## src/rtl/ntt_intt_host_seq.sv

```systemverilog
// Host-side sequencer for an NTT/INTT core: takes a command, streams one
// polynomial into the core, starts the transform, waits for done (with a
// timeout), then streams the result back out through a 2-entry buffer.
module ntt_intt_host_seq #(
    parameter int N_WORDS      = 128,
    parameter int DONE_TIMEOUT = 4095   // must be >= 2
) (
    input  logic        clk,
    input  logic        rst,
    input  logic        cmd_valid,
    output logic        cmd_ready,
    input  logic        cmd_op,
    input  logic        in_valid,
    output logic        in_ready,
    input  logic [31:0] in_data,
    output logic        out_valid,
    input  logic        out_ready,
    output logic [31:0] out_data,
    output logic        out_last,
    output logic        busy,
    output logic        err,
    output logic        load_a_f,
    output logic        load_a_i,
    output logic        start_fntt,
    output logic        start_intt,
    output logic        read_a,
    output logic [31:0] din,
    output logic        din_en,
    output logic        read_en,
    input  logic [31:0] core_dout,
    input  logic        gnt_valid,
    input  logic        done
);
    localparam int CW = $clog2(N_WORDS) + 1;
    localparam int TW = $clog2(DONE_TIMEOUT + 1);
    localparam logic [CW-1:0] LAST_IDX = CW'(N_WORDS - 1);
    localparam logic [CW-1:0] N_CNT    = CW'(N_WORDS);
    // The start-pulse cycle counts as the first elapsed cycle, so err rises
    // exactly DONE_TIMEOUT cycles after the start pulse.
    localparam logic [TW-1:0] TMO_LIM  = TW'(DONE_TIMEOUT - 1);

    typedef enum logic [2:0] {IDLE, LDCMD, LOAD, START, WAIT, RDCMD, READ, ERR} state_t;

    state_t          state_q, state_d;
    logic            op_q, op_d;
    logic [CW-1:0]   wcnt_q, wcnt_d;     // words accepted in LOAD
    logic [CW-1:0]   issue_q, issue_d;   // reads granted or still in flight
    logic [CW-1:0]   ret_q, ret_d;       // words returned into the buffer
    logic [TW-1:0]   tmo_q, tmo_d;
    logic            pend_q, pend_d;     // a read response is due this cycle
    logic [1:0][32:0] fifo_q, fifo_d;    // {last, data}
    logic            wp_q, wp_d, rp_q, rp_d;
    logic [1:0]      cnt_q, cnt_d;
    logic [32:0]     head;
    logic            push, pop, drop;

    // Next-state, counters, buffer and all output strobes
    always_comb begin
        state_d = state_q;
        op_d    = op_q;
        wcnt_d  = wcnt_q;
        issue_d = issue_q;
        ret_d   = ret_q;
        tmo_d   = tmo_q;
        pend_d  = 1'b0;
        fifo_d  = fifo_q;
        wp_d    = wp_q;
        rp_d    = rp_q;
        cnt_d   = cnt_q;
        cmd_ready  = 1'b0;
        in_ready   = 1'b0;
        load_a_f   = 1'b0;
        load_a_i   = 1'b0;
        start_fntt = 1'b0;
        start_intt = 1'b0;
        read_a     = 1'b0;
        din        = '0;
        din_en     = 1'b0;
        read_en    = 1'b0;
        push       = 1'b0;
        drop       = 1'b0;
        busy       = (state_q != IDLE);
        err        = (state_q == ERR);
        head       = fifo_q[rp_q];
        out_valid  = (cnt_q != 2'd0);
        out_data   = head[31:0];
        out_last   = out_valid & head[32];
        pop        = out_valid & out_ready;

        case (state_q)
            IDLE: begin
                cmd_ready = 1'b1;
                if (cmd_valid) begin
                    op_d    = cmd_op;
                    state_d = LDCMD;
                end
            end
            LDCMD: begin
                load_a_f = ~op_q;
                load_a_i = op_q;
                wcnt_d   = '0;
                state_d  = LOAD;
            end
            LOAD: begin
                in_ready = 1'b1;
                if (in_valid) begin
                    din    = in_data;
                    din_en = 1'b1;
                    wcnt_d = wcnt_q + CW'(1);
                    if (wcnt_q == LAST_IDX) state_d = START;
                end
            end
            START: begin
                start_fntt = ~op_q;
                start_intt = op_q;
                tmo_d      = '0;
                state_d    = WAIT;
            end
            WAIT: begin
                tmo_d = tmo_q + TW'(1);
                if (done)                  state_d = RDCMD;
                else if (tmo_d == TMO_LIM) state_d = ERR;
            end
            RDCMD: begin
                read_a  = 1'b1;
                issue_d = '0;
                ret_d   = '0;
                state_d = READ;
            end
            READ: begin
                // At most two words owed to the buffer: in flight plus stored.
                read_en = (issue_q < N_CNT) && (({1'b0, pend_q} + cnt_q) < 2'd2);
                pend_d  = read_en;
                push    = pend_q & gnt_valid;
                drop    = pend_q & ~gnt_valid;
                case ({read_en, drop})
                    2'b10:   issue_d = issue_q + CW'(1);
                    2'b01:   issue_d = issue_q - CW'(1);
                    default: issue_d = issue_q;
                endcase
                if (push) begin
                    fifo_d[wp_q] = {(ret_q == LAST_IDX), core_dout};
                    wp_d         = ~wp_q;
                    ret_d        = ret_q + CW'(1);
                end
                if (pop && out_last) state_d = IDLE;
            end
            default: ;  // ERR: held until reset, all strobes low
        endcase

        if (pop) rp_d = ~rp_q;
        case ({push, pop})
            2'b10:   cnt_d = cnt_q + 2'd1;
            2'b01:   cnt_d = cnt_q - 2'd1;
            default: cnt_d = cnt_q;
        endcase
    end

    // State and datapath registers, synchronous reset
    always_ff @(posedge clk) begin
        if (rst) begin
            state_q <= IDLE;
            op_q    <= 1'b0;
            wcnt_q  <= '0;
            issue_q <= '0;
            ret_q   <= '0;
            tmo_q   <= '0;
            pend_q  <= 1'b0;
            fifo_q  <= '0;
            wp_q    <= 1'b0;
            rp_q    <= 1'b0;
            cnt_q   <= '0;
        end else begin
            state_q <= state_d;
            op_q    <= op_d;
            wcnt_q  <= wcnt_d;
            issue_q <= issue_d;
            ret_q   <= ret_d;
            tmo_q   <= tmo_d;
            pend_q  <= pend_d;
            fifo_q  <= fifo_d;
            wp_q    <= wp_d;
            rp_q    <= rp_d;
            cnt_q   <= cnt_d;
        end
    end
endmodule

```

## config.mk

```make
export PLATFORM = sky130hd
export DESIGN_NAME = ntt_intt_host_seq
export DESIGN_NICKNAME = d
export VERILOG_FILES = /design/src/rtl/ntt_intt_host_seq.sv
export SDC_FILE = /design/constraint.sdc
export NUM_CORES = 1
export LEC_CHECK = 0
export CAP_MARGIN = 30
export CORE_UTILIZATION = 30
export DETAILED_ROUTE_END_ITERATION = 10
export GPL_TIMING_DRIVEN = 0
export SLEW_MARGIN = 20
export SYNTH_ARGS = -nofsm -noshare
export SYNTH_HDL_FRONTEND = slang
export SYNTH_SLANG_ARGS = --single-unit
```

## constraint.sdc

```tcl
create_clock -name clk -period 5.2 [get_ports clk]
set_input_delay 1.04 -clock clk [delete_from_list [all_inputs] [get_ports clk]]
set_output_delay 1.04 -clock clk [all_outputs]
set_load 0.005 [all_outputs]
```

==> summary.txt, run 1 <==
Global routing
  – Largest net degree at the start of global routing: 22
  – Wire length of the first global-routing pass: 26000 µm
  – Initial antenna violation count: 0
  – All-layer global routing usage: 16.6%
  – Aggregate global routing overflow: 0
  – Via count of the first global-routing pass: 5254

Drt
  – Number of antenna-violating nets in the routed design: 0
  – Total Routed Length: around 16000 µm
  – First-pass iteration count of the detailed router: 7
  – Uppermost layer routed: met4
  – Via density per instance: around 4.9
  – Detailed route wirelength on metal2: 7660 µm
  – Detailed-route wire length per cell: between 10 and 15 µm
  – Met1 WL: 7280 µm
  – Iter 0 DRT Violations: 304
  – DRC violations left: 0
  – Routed length on met3: a little under 700 µm
  – Via count: 5462

Synth
  – Count of yosys warnings during synthesis: 0
  – Number of instances in the synthesized netlist: 713
  – Cell variety after synth: 69
  – Area fraction of the dominant cell type after synthesis: 39.2%
  – Area of the mapped netlist: between 0.005 and 0.006 mm²
  – Seq/Total Area, Yosys: about two fifths
  – Synth async-reset ratio: 0%
  – Main flop type after synthesis: sky130_fd_sc_hd__dfxtp_1
  – Synth top area cells: sky130_fd_sc_hd__dfxtp_1 39%, sky130_fd_sc_hd__nand2_1 11%, sky130_fd_sc_hd__a21oi_1 8.2%
  – Top cell type by total area after synthesis: sky130_fd_sc_hd__dfxtp_1
  – Mean post-synth cell area: 7.95 µm²
  – EDFF count, synth: 0
  – Seq cells post-synth: 111
  – Synthesized Nets: 797

Setup path
  – Maximum single-stage delay on the critical path: about 0.67 ns
  – Classification of the worst setup path: in -> out
  – Cell with the biggest individual delay on the critical path: sky130_fd_sc_hd__clkdlybuf4s50_1
  – CP dominant cell by count: sky130_fd_sc_hd__clkdlybuf4s50_1
  – Kind of capture point of the worst setup path: output port
  – Critical path peak fanout: 10
  – Critical Path, Cell by Cell: clkdlybuf4s50_1, clkbuf_1, and3_1, clkdlybuf4s50_1
  – Critical path launch point type: input port
  – Arrival time at the worst endpoint: 2.83 ns
  – Crit path required time: 4.16 ns

STA
  – Shortest period the worst path allows: approximately 3.9 ns
  – Setup violations, final: 0
  – Post-route clock period utilization: 74.4%
  – Hold WS: ~0.45 ns
  – Fin Setup TNS: 0 ns
  – Slew at the pin closest to its max-slew limit: 0.840 ns
  – Highest attainable clock frequency: 0.258 GHz
  – Worst max-slew margin expressed relative to the limit: a little over two fifths
  – Post-Route Skew: 0.0138 ns
  – RSZ-0062 raised after global routing: no
  – Slew Limit Fails: 0
  – Worst setup slack after layout: 1.33 ns
  – Hold Violations, Final: 0

Clock network
  – Number of levels the H-tree was split into: 3
  – Clock insertion delay at the later pin of the skew report: 0.36 ns
  – Master cell of the clock root buffer: sky130_fd_sc_hd__clkbuf_16
  – Clk sink count: between 100 and 150
  – Clock input transition at the sequential cells of the worst setup and hold paths: 0.08 ns
  – Number of buffers created by CTS: 9
  – Buffers inserted by post-CTS timing repair: 0
  – CTS tree: built
  – Clock tree buffer depth: 2
  – CTS hold repair buffers: 0
  – Post-CTS sizing: 0

Layout
  – Layout overhead on the synthesized area: 36.7%
  – Count of inserted antenna diode cells: 0
  – Final Net Count: 955
  – Post-Route Utilization: 42.4%
  – Layout cells sized above 1: 9.36%

Floorplan
  – Cell row count: 49
  – Y dimension of the die: 139 µm
  – Starting utilization of the core area: 31.0%
  – Core Area: 0.0183 mm²
  – Area enclosed by the die boundary: approximately 0.019 mm²
  – Number of primary I/O pins: approximately 150
  – Die boundary width: 139 µm

Power and ir drop
  – Leak: 2.87 nW
  – Pwr/cell area: about 230 mW/mm²
  – Power, Total: 1.80 mW
  – Worst supply voltage drop on vdd: 158 µV

Status
  – Result of the run: completed

Placement
  – Worst setup slack before clock tree synthesis: approximately 1.0 ns
  – Post-detailed-placement half-perimeter wirelength: 11800 µm
  – Placer congestion estimate: 0.755
  – Total of buffers placed on input and output ports: 147

Job
  – Max Cap Violations: 0

Min path
  – Worst min-delay path category: reg -> reg
## cells in the mapped netlist (2+ instances only)
library cell	count
sky130_fd_sc_hd__a21o_1	2
sky130_fd_sc_hd__a21oi_1	93
sky130_fd_sc_hd__a21oi_2	2
sky130_fd_sc_hd__a22oi_1	2
sky130_fd_sc_hd__a311oi_1	4
sky130_fd_sc_hd__a31oi_1	5
sky130_fd_sc_hd__and2_1	6
sky130_fd_sc_hd__and3_1	39
sky130_fd_sc_hd__buf_1	2
sky130_fd_sc_hd__buf_2	8
sky130_fd_sc_hd__buf_4	2
sky130_fd_sc_hd__buf_6	2
sky130_fd_sc_hd__clkbuf_1	33
sky130_fd_sc_hd__clkbuf_8	2
sky130_fd_sc_hd__dfxtp_1	111
sky130_fd_sc_hd__ha_1	12
sky130_fd_sc_hd__inv_1	9
sky130_fd_sc_hd__inv_2	2
sky130_fd_sc_hd__mux2_2	34
sky130_fd_sc_hd__nand2_1	161
sky130_fd_sc_hd__nand2_4	2
sky130_fd_sc_hd__nand2b_1	8
sky130_fd_sc_hd__nand3_1	16
sky130_fd_sc_hd__nand4_1	8
sky130_fd_sc_hd__nand4b_1	2
sky130_fd_sc_hd__nor2_1	39
sky130_fd_sc_hd__nor2b_1	4
sky130_fd_sc_hd__nor3_1	12
sky130_fd_sc_hd__nor4_1	5
sky130_fd_sc_hd__o211ai_1	5
sky130_fd_sc_hd__o21ai_0	13
sky130_fd_sc_hd__o22ai_1	2
sky130_fd_sc_hd__o31a_1	2
sky130_fd_sc_hd__o31ai_1	3
sky130_fd_sc_hd__or3_1	9
sky130_fd_sc_hd__xnor2_1	10
sky130_fd_sc_hd__xor2_1	10
## final cells by class
class                      instances  area [µm²]
buffer                            51         249
clock inverter                     7         100
sequential                       111        2220
fill                            1851       10500
tap                              229         287
inverter                          11        41.3
timing repair buffer             147        1470
clock buffer                       9         225
multi-input combinational        540        3160
## per-stage QoR
step                area [µm²]  instances
floorplan                 5670        713
global route              7750       1105
CTS                       7750       1105
global placement          7430       1089
finish                    7750       1105
detailed placement        7430       1089
## placed cells by master (no fill, tap or decap), types with 5 or more instances in the layout
cell type,n
sky130_fd_sc_hd__xnor2_1,10
sky130_fd_sc_hd__a31oi_1,5
sky130_fd_sc_hd__clkbuf_16,9
sky130_fd_sc_hd__o211ai_1,5
sky130_fd_sc_hd__nor3_1,12
sky130_fd_sc_hd__nand2_1,161
sky130_fd_sc_hd__nand4_1,8
sky130_fd_sc_hd__nor2_1,39
sky130_fd_sc_hd__or3_1,9
sky130_fd_sc_hd__nand3_1,16
sky130_fd_sc_hd__buf_2,8
sky130_fd_sc_hd__nand2b_1,8
sky130_fd_sc_hd__and2_1,6
sky130_fd_sc_hd__dfxtp_1,111
sky130_fd_sc_hd__nor4_1,5
sky130_fd_sc_hd__clkbuf_1,33
sky130_fd_sc_hd__and3_1,39
sky130_fd_sc_hd__inv_1,9
sky130_fd_sc_hd__a21oi_1,93
sky130_fd_sc_hd__o21ai_0,13
sky130_fd_sc_hd__clkdlybuf4s50_1,147
sky130_fd_sc_hd__xor2_1,10
sky130_fd_sc_hd__ha_1,12
sky130_fd_sc_hd__mux2_2,34
## state kept, by name (all words and copies together), names as in the netlist
name / flops
fifo_q: 66
tmo_q: 12
issue_q: 8
ret_q: 8
wcnt_q: 8
state_q: 3
cnt_q: 2
op_q: 1
pend_q: 1
rp_q: 1
wp_q: 1
## logic make-up after synthesis
kind of cell	count (synthesis)	share of synthesized area, %
AND/OR/NAND/NOR	324	27.5
buffers and inverters	62	5.12
XOR/XNOR	20	3.09
adder cells (fa/ha/maj)	12	2.65
AO/OA/AOI/OAI	149	15.6
multiplexers	35	6.93
flip-flops	111	39.2
## final timing paths
path / start / end / slack [ns] / cells past startpoint
worst max-delay path: in_valid / din[24] / 1.33 / 4
worst min-delay path: fifo_q[61]$_SDFFE_PP0P_ / fifo_q[61]$_SDFFE_PP0P_ / 0.45 / 2
worst max register to register: cnt_q[0]$_SDFFE_PP0P_ / issue_q[4]$_SDFFE_PP0P_ / 1.80 / 12
worst min register to register: fifo_q[61]$_SDFFE_PP0P_ / fifo_q[61]$_SDFFE_PP0P_ / 0.45 / 2
## critical path: cells and delay by family
kind	cells	cell delay (ns)
buffers and inverters	3	1.53
and+or+nand+nor	1	0.26
## per-layer routing
layer  track usage (%)  up-vias
met5                 0        -
met4              7.13        0
met3              2.79       20
met2              27.6      134
met1              21.1     2511
li1                  -     2797
## where the power goes
part           total [mW]  internal (mW)  switching, mW
registers           0.859          0.853        0.00561
logic               0.190          0.103         0.0878
clock network       0.752          0.390          0.362
Note: power is estimated with default switching activity, not from simulation.
==> run 2, diff against run 1 <==
Clock period 5.2 ns to 3.47 ns, I/O delays scaled along.
==> run 2 against run 1 <==
Combinational power increased by 51%. First-iteration DRC count decreased by 1.3%. Clock skew about the same. Critical path depth increased by 8. Setup slack got worse by 1.1 ns. Design area increased by 0.11%. Count of clock-buffer cells in the layout unchanged. Wire length increased by 0.13%. Global-route usage unchanged. Total power increased by 50%. Non-clock buffer count unchanged. Critical path type is now in -> reg. Critical endpoint is now issue_q[4]$_SDFFE_PP0P_. Largest cell class unchanged. Largest power group unchanged.
==> summary.txt, run 2 (synthesis results as in run 1) <==
Status
  – Result of the run: completed

Setup path
  – Crit path required time: between 3 and 4 ns
  – Critical path peak fanout: 10
  – Critical Path, Cell by Cell: clkdlybuf4s50_1, nor2b_1, ha_2, clkbuf_2, xor2_1, ha_1, a21boi_0, o22a_1, a21oi_2, xnor2_1, or4_1, o311ai_1
  – R2R cell count: 12
  – Critical path launch point type: input port
  – Maximum single-stage delay on the critical path: 0.47 ns
  – Cell with the biggest individual delay on the critical path: sky130_fd_sc_hd__clkdlybuf4s50_1
  – Arrival time at the worst endpoint: 3.51 ns
  – Classification of the worst setup path: in -> reg
  – Kind of capture point of the worst setup path: flop

Floorplan
  – Y dimension of the die: 139 µm
  – Cell row count: 49
  – Die boundary width: 139 µm
  – Core Area: 0.0183 mm²
  – Number of primary I/O pins: about 150
  – Area enclosed by the die boundary: 0.0195 mm²
  – Starting utilization of the core area: a little under a third

STA
  – Worst setup slack after layout: 0.228 ns
  – Highest attainable clock frequency: between 0.3 and 0.4 GHz
  – Setup violations, final: 0
  – RSZ-0062 raised after global routing: no
  – Slew at the pin closest to its max-slew limit: approximately 0.62 ns
  – Worst max-slew margin expressed relative to the limit: 58.6%
  – Post-route clock period utilization: slightly above 90%
  – Shortest period the worst path allows: 3.24 ns
  – Hold Violations, Final: 0
  – Slew Limit Fails: 0
  – Post-Route Skew: approximately 0.013 ns
  – Hold WS: 0.454 ns

Clock network
  – Clock insertion delay at the later pin of the skew report: 0.37 ns
  – Number of levels the H-tree was split into: 3
  – Master cell of the clock root buffer: sky130_fd_sc_hd__clkbuf_16
  – Buffers inserted by post-CTS timing repair: 0
  – Clock tree buffer depth: 2
  – CTS tree: built
  – Clock input transition at the sequential cells of the worst setup and hold paths: 0.08 ns
  – Clk sink count: 111
  – CTS hold repair buffers: 0
  – Post-CTS sizing: 1
  – Number of buffers created by CTS: 9

Placement
  – Total of buffers placed on input and output ports: approximately 150
  – Number of placed instances, taps included: 1089
  – Post-detailed-placement half-perimeter wirelength: 11800 µm
  – Placer congestion estimate: 0.755
  – Placed Instance Area: 0.00743 mm²
  – Worst setup slack before clock tree synthesis: -0.365 ns

Global routing
  – Wire length of the first global-routing pass: 26000 µm
  – Via count of the first global-routing pass: 5254
  – Aggregate global routing overflow: 0
  – Initial antenna violation count: 0
  – Largest net degree at the start of global routing: 22
  – All-layer global routing usage: 16.6%

Drt
  – Via count: 5474
  – Total Routed Length: 16000 µm
  – Met1 WL: 7300 µm
  – Iter 0 DRT Violations: 300
  – Detailed-route wire length per cell: 14.5 µm
  – Detailed route wirelength on metal2: between 7000 and 8000 µm
  – DRC violations left: 0
  – Uppermost layer routed: met4
  – First-pass iteration count of the detailed router: 6
  – Number of antenna-violating nets in the routed design: 0
  – Routed length on met3: roughly 700 µm
  – Via density per instance: about 5

Power and ir drop
  – Sequential Power Share: 47.7%
  – Reported net switching power: 0.681 mW
  – Clock group share of total power: 41.7%
  – Internal cell power: just over 2 mW
  – Leak: 2.87 nW
  – Worst supply voltage drop on vdd: 239 µV
  – Pwr/cell area: 348 mW/mm²
  – Fraction of power spent switching nets: 25.2%
  – Portion of total power attributed to combinational logic: 10.6%

Layout
  – Final Net Count: 955
  – Area of the multi-input gates: roughly 0.0032 mm²
  – Commonest non-fill, non-tap cells in the layout: 161 x sky130_fd_sc_hd__nand2_1, 147 x sky130_fd_sc_hd__clkdlybuf4s50_1, 111 x sky130_fd_sc_hd__dfxtp_1
  – Max reg flops: 66
  – Leading cell type in the layout, fill and taps excluded: sky130_fd_sc_hd__nand2_1
  – Number of filler cells placed in the layout: 1849
  – Area of all placed cells without fillers: roughly 0.0078 mm²
  – Layout cells sized above 1: between 9 and 10%
  – Count of inserted antenna diode cells: 0
  – Count of non-filler cells in the finished layout: between 1000 and 1500
  – Most flops, register: fifo_q
  – Area taken by flip-flops and latches: 0.00222 mm²
  – Layout overhead on the synthesized area: 36.9%
  – Registers with the highest flip-flop counts: fifo_q (66), tmo_q (12)

Min path
  – Worst min-delay path category: reg -> reg
  – Hold Path Depth: 2

Job
  – Max Cap Violations: 0
[run 2: cell count changes in the layout (fill, tap and decap cells not counted), sizes merged]
| cell | previous run | this run |
|---|---|---|
| buf | 14 | 13 |
| clkbuf | 46 | 47 |
[run 2: worst max-delay path, delay by kind of cell]
kind	cells	cell delay, ns
compound gates	4	0.55
xor+xnor	2	0.34
fa+ha+maj	2	0.56
buf+inv	2	0.73
simple gates	2	0.61
[run 2: worst paths after layout]
path | startpoint | end | slack [ns]
worst min register to register | fifo_q[61]$_SDFFE_PP0P_ | fifo_q[61]$_SDFFE_PP0P_ | 0.45
worst min-delay path | fifo_q[61]$_SDFFE_PP0P_ | fifo_q[61]$_SDFFE_PP0P_ | 0.45
worst max register to register | cnt_q[0]$_SDFFE_PP0P_ | issue_q[4]$_SDFFE_PP0P_ | 0.42
worst max-delay path | gnt_valid | issue_q[4]$_SDFFE_PP0P_ | 0.23
[run 2: metrics by stage]
step                      TNS, ns  total power, mW  util (%)
after floorplan                 0             1.43         -
after global placement     -0.494             1.61      40.7
after detailed placement   -0.579             1.60      40.7
after CTS                       0             2.73      42.5
after global routing            0             2.80      42.5
final                           0             2.70      42.5
[run 2: layout make-up]
type	count	area share, %
Clock inverter	7	1.29
Inverter	11	0.532
Timing Repair Buffer	147	19.0
Clock buffer	9	2.90
Sequential cell	111	28.6
Multi-Input combinational cell	540	40.8
Tap cell	229	3.69
Buffer	51	3.22
[run 2: power groups by stage]
stage          clock network (mW)  logic (mW)  registers, mW
5_1_grt                      1.20       0.313           1.29
3_5_place_dp                    0       0.287           1.32
6_report                     1.13       0.286           1.29
3_3_place_gp                    0       0.289           1.32
4_1_cts                      1.15       0.290           1.29
2_1_floorplan                   0       0.115           1.32
[run 2: layer usage]
layer | vias to the layer above | GRT usage (%)
met1 | 2520 | 21.1
met3 | 20 | 2.79
met5 | - | 0
met2 | 137 | 27.6
met4 | 0 | 7.13
li1 | 2797 | -
==> run 3, diff against run 2 <==
Settings changed: GPL_TIMING_DRIVEN 0 to unset, SKIP_LAST_GASP set to 1.
==> run 3 against run 2 <==
Count of clock-buffer cells in the layout grew 2. Design area is 1.7% lower. Combinational power down 6%. Maximum frequency up 7.8%. Sequential power about the same. Critical path type is now in -> out. Critical endpoint is now din[2]. Largest cell class unchanged.
==> summary.txt, run 3 (synthesis results as in run 1) <==
Drt
  – DRC violations left: 0
  – Number of antenna-violating nets in the routed design: 0
  – Via density per instance: about 5.0
  – Iter 0 DRT Violations: 214
  – Detailed-route wire length per cell: 14.0 µm
  – First-pass iteration count of the detailed router: 4
  – Total Routed Length: ~15000 µm
  – Via count: 5346

STA
  – RSZ-0062 raised after global routing: no
  – Hold Violations, Final: 0
  – Slew at the pin closest to its max-slew limit: ~0.76 ns
  – Shortest period the worst path allows: 3.01 ns
  – Fin Setup TNS: 0 ns
  – Slew Limit Fails: 0
  – Post-route clock period utilization: 86.7%
  – Worst max-slew margin expressed relative to the limit: around half
  – Post-Route Skew: 0.00826 ns
  – Setup violations, final: 0
  – Highest attainable clock frequency: about 0.33 GHz

Clock network
  – Post-CTS sizing: 0
  – Clock insertion delay at the later pin of the skew report: 0.36 ns
  – Number of levels the H-tree was split into: 3
  – Buffers inserted by post-CTS timing repair: 0
  – Master cell of the clock root buffer: sky130_fd_sc_hd__clkbuf_16
  – Clk sink count: 111
  – Clock input transition at the sequential cells of the worst setup and hold paths: 0.07 ns
  – CTS tree: built
  – CTS hold repair buffers: 0
  – Clock tree buffer depth: 2
  – Number of buffers created by CTS: 9

Setup path
  – Classification of the worst setup path: in -> out
  – R2R cell count: 10
  – Arrival time at the worst endpoint: 2.31 ns
  – Critical path peak fanout: 19
  – Worst reg2reg path endpoint: issue_q[7]$_SDFFE_PP0P_
  – Critical path launch point type: input port
  – Worst Setup EP: din[2]
  – Crit path from: in_valid
  – Kind of capture point of the worst setup path: output port
  – Startpoint of the most critical register-to-register path: pend_q$_SDFF_PP0_
  – Worst reg-to-reg setup slack: 0.47 ns
  – Crit path required time: 2.78 ns

Global routing
  – Initial antenna violation count: 0
  – Via count of the first global-routing pass: 4853
  – All-layer global routing usage: between 10% and 20%
  – Largest net degree at the start of global routing: 73
  – Wire length of the first global-routing pass: 24400 µm
  – Aggregate global routing overflow: 0

Power and ir drop
  – Leak: 2.80 nW
  – Worst supply voltage drop on vdd: 193 µV
  – Pwr/cell area: 340 mW/mm²
  – Power, Total: 2.59 mW

Layout
  – Layout cells sized above 1: under 10%
  – Most flops, register: fifo_q
  – Leading cell type in the layout, fill and taps excluded: sky130_fd_sc_hd__nand2_1
  – Final Net Count: 919
  – Count of inserted antenna diode cells: 0
  – Max reg flops: 66
  – Commonest non-fill, non-tap cells in the layout: 161 x sky130_fd_sc_hd__nand2_1, 147 x sky130_fd_sc_hd__clkdlybuf4s50_1, 111 x sky130_fd_sc_hd__dfxtp_1
  – Registers with the highest flip-flop counts: fifo_q (66), tmo_q (12)
  – Layout overhead on the synthesized area: 34.5%

Job
  – Max Cap Violations: 0

Floorplan
  – Die boundary width: between 100 and 150 µm
  – Starting utilization of the core area: 31.0%
  – Core Area: 0.0183 mm²
  – Y dimension of the die: roughly 140 µm
  – Number of primary I/O pins: 149
  – Cell row count: 49
  – Area enclosed by the die boundary: 0.0195 mm²

Placement
  – Total of buffers placed on input and output ports: about 150
  – Post-detailed-placement half-perimeter wirelength: 10200 µm
  – Placer congestion estimate: 0.796

Min path
  – Worst min-delay path category: reg -> reg

Status
  – Result of the run: completed
## run 3: cell types whose count changed in the layout (fill, tap and decap cells not counted), sizes merged
cell,change
buf,+2
bufinv,-1
clkbuf,-36
clkinv,-2
clkinvlp,+2
inv,-1
## run 3: layout make-up
type	instances	area [µm²]
Multi-Input combinational cell	540	3170
Clock buffer	11	253
Clock inverter	5	40.0
Fill cell	1863	10600
Sequential cell	111	2220
Timing Repair Buffer	162	1620
Inverter	11	41.3
Tap cell	229	287
## run 3: critical path, stage by stage
cell and delay (ns):
sky130_fd_sc_hd__clkdlybuf4s50_1 0.66, sky130_fd_sc_hd__buf_4 0.28, sky130_fd_sc_hd__and3_1 0.17, sky130_fd_sc_hd__clkdlybuf4s50_1 0.51
## run 3: how the worst min path moves through the flow
stage	depth (start not counted)	slack (ns)	start	endpoint
finish	2	0.45	fifo_q[29]$_SDFFE_PP0P_	fifo_q[29]$_SDFFE_PP0P_
floorplan	2	0.43	fifo_q[33]$_SDFFE_PP0P_	fifo_q[33]$_SDFFE_PP0P_
CTS	2	0.45	fifo_q[10]$_SDFFE_PP0P_	fifo_q[10]$_SDFFE_PP0P_
global route	2	0.47	fifo_q[37]$_SDFFE_PP0P_	fifo_q[37]$_SDFFE_PP0P_
global placement	2	0.44	fifo_q[7]$_SDFFE_PP0P_	fifo_q[7]$_SDFFE_PP0P_
detailed placement	2	0.44	fifo_q[10]$_SDFFE_PP0P_	fifo_q[10]$_SDFFE_PP0P_
## run 3: metal layers
layer	share of wire [%]	global-route usage, %	vias to the layer above
met3	5.8	3.92	15
met5	0	0	-
li1	-	-	2719
met4	1.4	5.32	0
met1	46	20.2	2449
met2	47	25.4	163
## run 3: power breakdown
part | switching, mW | leakage, nW | internal [mW]
Sequential | 0.00988 | 0.894 | 1.28
Combinational | 0.121 | 1.77 | 0.148
Clock | 0.501 | 0.140 | 0.534
## run 3: stage by stage
step | cell area [µm²] | hold slack (ns) | setup slack [ns] | util, % | cells
finish | 7630 | 0.452 | 0.462 | 41.8 | 1069
global route | 7630 | 0.469 | 0.280 | 41.8 | 1069
CTS | 7630 | 0.455 | 0.456 | 41.8 | 1069
detailed placement | 7340 | 0.444 | 0.215 | 40.2 | 1053
global placement | 7340 | 0.439 | 0.240 | 40.2 | 1053
floorplan | 5670 | 0.433 | 0.551 | - | 713
